===== src/rtl/dma_pkg.sv =====
// Shared definitions for the DataMover command generators: command/status field
// positions, generator FSM states and the default transfer size.
package dma_pkg;

  localparam int unsigned PACKET_SIZE_DEF = 4096;

  localparam int unsigned CMD_BTT_LSB   = 0;
  localparam int unsigned CMD_BTT_MSB   = 22;
  localparam int unsigned CMD_TYPE      = 23;
  localparam int unsigned CMD_EOF       = 30;
  localparam int unsigned CMD_SADDR_LSB = 32;
  localparam int unsigned CMD_TAG_LSB   = 64;

  localparam int unsigned STS_OKAY   = 7;
  localparam int unsigned STS_SLVERR = 6;
  localparam int unsigned STS_DECERR = 5;
  localparam int unsigned STS_INTERR = 4;

  typedef enum logic [1:0] {
    IDLE  = 2'd0,
    ISSUE = 2'd1,
    DRAIN = 2'd2
  } cmd_state_e;

  // A ring must hold at least one packet and be a whole number of packets.
  function automatic logic size_ok(input logic [31:0] size, input int unsigned pkt);
    return (size >= pkt) && ((size & (pkt - 1)) == 32'd0);
  endfunction

endpackage


===== src/rtl/axis_cmd_gen_s2mm.sv =====
// S2MM command generator: walks a ring buffer in PACKET_SIZE commands, tracks
// outstanding commands against returned status and reports progress/errors.
module axis_cmd_gen_s2mm
  import dma_pkg::*;
#(
  parameter int unsigned PACKET_SIZE     = PACKET_SIZE_DEF,
  parameter int unsigned MAX_OUTSTANDING = 4,
  parameter int unsigned ADDR_W          = 32
) (
  input  logic              clk,
  input  logic              rst,
  output logic [71:0]       m_axis_cmd_tdata,
  output logic              m_axis_cmd_tvalid,
  input  logic              m_axis_cmd_tready,
  input  logic [7:0]        s_axis_sts_tdata,
  input  logic              s_axis_sts_tvalid,
  output logic              s_axis_sts_tready,
  input  logic              write_start,
  input  logic              write_reset,
  input  logic              continuous,
  input  logic [ADDR_W-1:0] base_addr,
  input  logic [ADDR_W-1:0] cap_size,
  output logic              busy,
  output logic              done,
  output logic              cfg_err,
  output logic              sts_err,
  output logic [7:0]        last_sts,
  output logic [31:0]       pkt_count,
  output logic [7:0]        wrap_count
);

  localparam logic [ADDR_W-1:0] PKT_A   = ADDR_W'(PACKET_SIZE);
  localparam logic [ADDR_W:0]   PKT_EXT = (ADDR_W + 1)'(PACKET_SIZE);
  localparam logic [3:0]        MAX_OUT = 4'(MAX_OUTSTANDING);

  cmd_state_e        r_state, w_state_nx;
  logic              r_start_d;
  logic              r_tvalid;
  logic [ADDR_W-1:0] r_base, r_cap, r_addr;
  logic [3:0]        r_tag;
  logic [3:0]        r_out, w_out_nx;
  logic              r_done, r_cfg_err, r_sts_err;
  logic [7:0]        r_last_sts, r_wrap;
  logic [31:0]       r_pkt;

  logic              w_rst, w_start_edge, w_cfg_ok, w_hs, w_sts, w_ring_end, w_sts_bad;
  logic [ADDR_W:0]   w_next_sum, w_ring_lim;
  logic [71:0]       w_cmd;

  assign w_rst        = rst | write_reset;
  assign w_start_edge = write_start & ~r_start_d;
  assign w_cfg_ok     = size_ok(cap_size, PACKET_SIZE);
  assign w_hs         = r_tvalid & m_axis_cmd_tready;
  assign w_sts        = s_axis_sts_tvalid;
  assign w_next_sum   = {1'b0, r_addr} + PKT_EXT;
  assign w_ring_lim   = {1'b0, r_base} + {1'b0, r_cap};
  assign w_ring_end   = (w_next_sum >= w_ring_lim);
  assign w_sts_bad    = ~s_axis_sts_tdata[STS_OKAY] | s_axis_sts_tdata[STS_SLVERR] |
                        s_axis_sts_tdata[STS_DECERR] | s_axis_sts_tdata[STS_INTERR];

  // A handshake and a status beat in the same cycle cancel; status never underflows.
  always_comb begin
    w_out_nx = r_out;
    if (w_hs && !w_sts)
      w_out_nx = r_out + 4'd1;
    else if (!w_hs && w_sts && (r_out != '0))
      w_out_nx = r_out - 4'd1;
  end

  always_comb begin
    w_state_nx = r_state;
    case (r_state)
      IDLE:    if (w_start_edge && w_cfg_ok) w_state_nx = ISSUE;
      ISSUE:   if (w_hs && w_ring_end && !continuous) w_state_nx = DRAIN;
      DRAIN:   if (r_out == '0) w_state_nx = IDLE;
      default: w_state_nx = IDLE;
    endcase
  end

  always_ff @(posedge clk) begin
    if (w_rst) r_state <= IDLE;
    else       r_state <= w_state_nx;
  end

  always_ff @(posedge clk) begin
    if (w_rst) begin
      r_start_d  <= 1'b0;
      r_tvalid   <= 1'b0;
      r_base     <= '0;
      r_cap      <= '0;
      r_addr     <= '0;
      r_tag      <= '0;
      r_out      <= '0;
      r_done     <= 1'b0;
      r_cfg_err  <= 1'b0;
      r_sts_err  <= 1'b0;
      r_last_sts <= '0;
      r_pkt      <= '0;
      r_wrap     <= '0;
    end else begin
      r_start_d <= write_start;
      r_out     <= w_out_nx;
      // Valid only from the cycle after ISSUE entry, and only with credit left.
      r_tvalid  <= (r_state == ISSUE) && (w_state_nx == ISSUE) && (w_out_nx < MAX_OUT);

      if (w_sts) begin
        r_pkt      <= r_pkt + 32'd1;
        r_last_sts <= s_axis_sts_tdata;
        if (w_sts_bad) r_sts_err <= 1'b1;
      end

      if (w_hs) begin
        r_tag <= r_tag + 4'd1;
        if (!w_ring_end) begin
          r_addr <= r_addr + PKT_A;
        end else if (continuous) begin
          r_addr <= r_base;
          if (r_wrap != 8'hFF) r_wrap <= r_wrap + 8'd1;
        end
      end

      if ((r_state == IDLE) && w_start_edge) begin
        if (w_cfg_ok) begin
          r_base    <= base_addr;
          r_cap     <= cap_size;
          r_addr    <= base_addr;
          r_tag     <= '0;
          r_done    <= 1'b0;
          r_sts_err <= 1'b0;
          r_pkt     <= '0;
          r_wrap    <= '0;
        end else begin
          r_cfg_err <= 1'b1;
        end
      end

      if ((r_state == DRAIN) && (r_out == '0)) r_done <= 1'b1;
    end
  end

  always_comb begin
    w_cmd = '0;
    w_cmd[CMD_BTT_MSB:CMD_BTT_LSB]  = 23'(PACKET_SIZE);
    w_cmd[CMD_TYPE]                 = 1'b1;
    w_cmd[CMD_EOF]                  = 1'b1;
    w_cmd[CMD_SADDR_LSB +: ADDR_W]  = r_addr;
    w_cmd[CMD_TAG_LSB +: 4]         = r_tag;
  end

  assign m_axis_cmd_tdata  = w_cmd;
  assign m_axis_cmd_tvalid = r_tvalid;
  assign s_axis_sts_tready = 1'b1;
  assign busy              = (r_state != IDLE);
  assign done              = r_done;
  assign cfg_err           = r_cfg_err;
  assign sts_err           = r_sts_err;
  assign last_sts          = r_last_sts;
  assign pkt_count         = r_pkt;
  assign wrap_count        = r_wrap;

endmodule


===== config.mk =====
export PLATFORM = sky130hd
export DESIGN_NAME = axis_cmd_gen_s2mm
export DESIGN_NICKNAME = d
export VERILOG_FILES = /design/src/rtl/dma_pkg.sv /design/src/rtl/axis_cmd_gen_s2mm.sv
export SDC_FILE = /design/constraint.sdc
export NUM_CORES = 1
export LEC_CHECK = 0
export CAP_MARGIN = 20
export CORE_MARGIN = 2
export CORE_UTILIZATION = 52
export DETAILED_ROUTE_END_ITERATION = 8
export GPL_TIMING_DRIVEN = 0
export HOLD_SLACK_MARGIN = 0.03
export PLACE_DENSITY = 0.82
export RECOVER_POWER = 100
export SKIP_CTS_REPAIR_TIMING = 1
export SLEW_MARGIN = 5
export SYNTH_ARGS = -nofsm -noshare
export SYNTH_HDL_FRONTEND = slang
export SYNTH_SLANG_ARGS = --single-unit

===== constraint.sdc =====
create_clock -name clk -period 6.45 [get_ports clk]
set_clock_uncertainty 0.05 [all_clocks]
set_input_delay 0.9675 -clock clk [delete_from_list [all_inputs] [get_ports clk]]
set_output_delay 0.9675 -clock clk [all_outputs]
set_load 0.01 [all_outputs]

==> impl_metrics.env <==
export IMPL_outcome="finished clean"
export IMPL_ant_nets=0
export IMPL_avgSynthCellArea_um2=7.997
export IMPL_antenna_found_initial=1
export IMPL_report_final_slew_viol_count=0
export IMPL_rows=49
export IMPL_synth_top_area_cell="dfxtp_1"
export IMPL_seq_area_frac_synth_pct=33.85
export IMPL_r2r_cells=20
export IMPL_drtIter0Drc=682
export IMPL_cpMostUsedCell="a21oi_1"
export IMPL_start_kind="register"
export IMPL_start_util_pct=52.71
export IMPL_io_pins=205
export IMPL_fp_coreArea_um2=17840
export IMPL_drc=0
export IMPL_setup_viol=0
export IMPL_syn_inst=1176
export IMPL_rsz0062_at_grt="false"
export IMPL_via_per_inst=5.741
export IMPL_holdWs_ns=0.4102
export IMPL_synth_ff_type="dfxtp_1"
export IMPL_cts_root_buf="clkbuf_16"
export IMPL_wl_per_cell_um=17.14
export IMPL_grt_max_degree=17
export IMPL_dpl_cell_area_um2=11480
export IMPL_fin_crit_sh_pct=93.26
export IMPL_ys_types=69
export IMPL_slowest_stage="a311oi_1"
export IMPL_area_growth_pct=29.02
export IMPL_grt_overflow=0
export IMPL_cap_violations=0
export IMPL_cts_made_buffers=17
export IMPL_async_reset_ff_share_pct=0
export IMPL_hold_viol_final=0
export IMPL_power_mw=2.238
export IMPL_min_path_cells=2
export IMPL_yosysTopAreaCellShare_pct=33.85
export IMPL_finalWirelength_um=28100
export IMPL_clock_sinks=159
export IMPL_fin_crit_ns=6.015
export IMPL_path_cells="ha_1, fa_1, a21oi_1, nor2b_1, a311oi_1, a2111o_1, a21oi_2, o21ai_1, a21oi_1, a2111oi_0, ha_1, a21oi_1, o21ai_1, a221oi_2, o211ai_1, a21oi_2, o21a_1, buf_2, o221ai_1, a21oi_1"
export IMPL_fp_dieW_um=138.5
export IMPL_synth_edff_count=0
export IMPL_tightest_slew_ns=0.7598
export IMPL_synth_seq_cells=159
export IMPL_cts_tree="built"
export IMPL_dr_pass1_iters=6
export IMPL_die_area_um2=19180
export IMPL_path_clk_slew_ns=0.06
export IMPL_final_util_pct=68.01
export IMPL_power_density_nw_per_um2=184.5
export IMPL_worst_setup_path_end_kind="register"
export IMPL_critical_path_class="register to register"
export IMPL_ys_warn_count=0
export IMPL_max_freq_mhz=166.3
export IMPL_required_ns=6.76
export IMPL_max_slew_margin_rel_pct=49.35
export IMPL_hold_class="register to register"
export IMPL_tns_ns=0
export IMPL_stdcell_area_um2=12130
export IMPL_grt_pass1_wl_um=44350
export IMPL_via_count=9409
export IMPL_power_leakage_nw=5.062
export IMPL_cp_arrival_ns=6.32
export IMPL_clockBufferDepth=2
export IMPL_crit_path_max_fanout=10
export IMPL_num_nets_final=1547
export IMPL_synth_top_cells_by_area="dfxtp_1, ha_1, nand2_1, a21oi_1, xor2_1"
export IMPL_grt_use_total_pct=28.49
export IMPL_htreeDepth=4
export IMPL_crit_path_max_incr_delay_ns=0.51
export IMPL_die_h_um=138.5
export IMPL_gp_congestion=0.9355
export IMPL_hpwl_um=21180
export IMPL_netlist_area_um2=9404
export IMPL_grt_pass1_vias=8964
export IMPL_insertion_delay_ns=0.44
export IMPL_portBuffers=166
export IMPL_vdd_drop_max_v=0.0002040
export IMPL_layout_drive_gt1_share_pct=6.671
-- sequential cells by signal, indices dropped and copies added (netlist names) --
signal             count
pkt_count             32
wrap_count             8
cfg_err                1
m_axis_cmd_tvalid      1
r_start_d              1
r_tag                  4
done                   1
r_state                2
r_out                  4
r_cap                 32
sts_err                1
r_base                32
last_sts               8
r_addr                32
-- cell usage in the layout (no fill, tap or decap), types with 6 or more instances in the layout --
cell type        synthesis  layout
or3_1                    8       8
o22ai_1                  6       6
a31oi_1                 18      18
ha_1                    71      71
xor2_1                  47      47
a21o_1                  21      21
o221ai_1                 9       9
nand4_1                 24      24
o21ai_1                  9       8
buf_2                    9       7
nand3_1                 38      38
buf_4                   37      37
a21oi_1                129     129
nor3_1                  10      10
o21a_1                   8       8
and2_1                   8       7
o21ai_0                 32      33
and3_1                  29      29
a211oi_1                 7       7
dlygate4sd3_1            0      93
nand2_1                191     191
mux2i_1                 18      18
nor4_1                  12      12
xnor2_1                 35      35
clkbuf_1                45      48
dfxtp_1                159     159
clkdlybuf4s50_1          0      73
clkbuf_16                0      17
nor2b_1                  6       6
conb_1                   2      37
nor2_1                  92      92
inv_1                   24      24
-- per-stage QoR --
step | instances | worst slack [ns]
floorplan | 1211 | 1.888
global placement | 1606 | 0.7139
detailed placement | 1606 | 0.6488
CTS | 1638 | 0.5932
global route | 1639 | 0.1131
finish | 1639 | 0.4350
-- power by group --
group	switching (mW)	total (mW)	internal, mW	leakage [nW]
Sequential	0.00161	0.986	0.985	1.28
Clock	0.426	1.12	0.699	0.318
Combinational	0.0583	0.127	0.0688	3.46
Total	0.486	2.24	1.75	5.06
-- worst max-delay path, delay by kind of cell (launching register included) --
family	cells	cell delay (ns)
compound gates	15	4.10
fa+ha+maj	3	1.00
flops	1	0.34
buf+inv	1	0.34
simple gates	1	0.08
-- kinds of logic (layout without fill, tap and decap cells) --
kind of cell | Yosys count | in the layout | share of synthesized area [%]
AND/OR/NAND/NOR | 446 | 446 | 22.19
XOR/XNOR | 82 | 82 | 7.637
multiplexers | 18 | 18 | 1.916
other | 2 | 38 | 0.07986
flip-flops | 159 | 159 | 33.85
AO/OA/AOI/OAI | 281 | 281 | 18.44
buffers and inverters | 116 | 314 | 6.227
adder cells (fa/ha/maj) | 72 | 72 | 9.659
-- Yosys cell counts, types with 3 or more instances --
| cell | count |
|---|---|
| buf_2 | 9 |
| and3_1 | 29 |
| o21a_1 | 8 |
| nand2_1 | 191 |
| nor2b_1 | 6 |
| o22ai_1 | 6 |
| dfxtp_1 | 159 |
| nor2_1 | 92 |
| nor4_1 | 12 |
| inv_1 | 24 |
| mux2i_1 | 18 |
| o21ai_1 | 9 |
| clkbuf_1 | 45 |
| nand2b_1 | 4 |
| o31a_1 | 5 |
| a41oi_1 | 3 |
| o21ai_0 | 32 |
| buf_4 | 37 |
| a31oi_1 | 18 |
| and2_1 | 8 |
| nand3_1 | 38 |
| a21o_1 | 21 |
| xor2_1 | 47 |
| o211ai_1 | 3 |
| o31ai_1 | 3 |
| nor3_1 | 10 |
| xnor2_1 | 35 |
| nand4_1 | 24 |
| o221ai_1 | 9 |
| ha_1 | 71 |
| or3_1 | 8 |
| a21oi_1 | 129 |
| o21bai_1 | 5 |
| nor4b_1 | 3 |
| a211oi_1 | 7 |
-- final timing paths --
kind | startpoint | endpoint | slack, ns
hold / removal | r_cap[30] | r_cap[30] | 0.41
hold reg to reg | r_cap[30] | r_cap[30] | 0.41
setup / recovery | r_base[0] | r_addr[18] | 0.43
setup reg to reg | r_base[0] | r_addr[18] | 0.43
-- per-layer routing --
layer  part of all wire (%)  GRT usage, %
met2                     45         45.60
met4                    4.2         13.10
met3                     11         9.075
met1                     40         35.10
met5                      0             0
-- final cells by class --
cell class              count  area (um2)
repair buffers            166        1662
inverters                  24       90.09
multi-input cells         936        5762
flip-flops and latches    159        3183
plain buffers              92       493.0
well taps                 229       286.5
clock buffers              19       442.9
fillers                  1461        5708
clock inverters            13       211.5
diodes                      1       2.502
No activity file was read; power rests on OpenSTA's default activity.
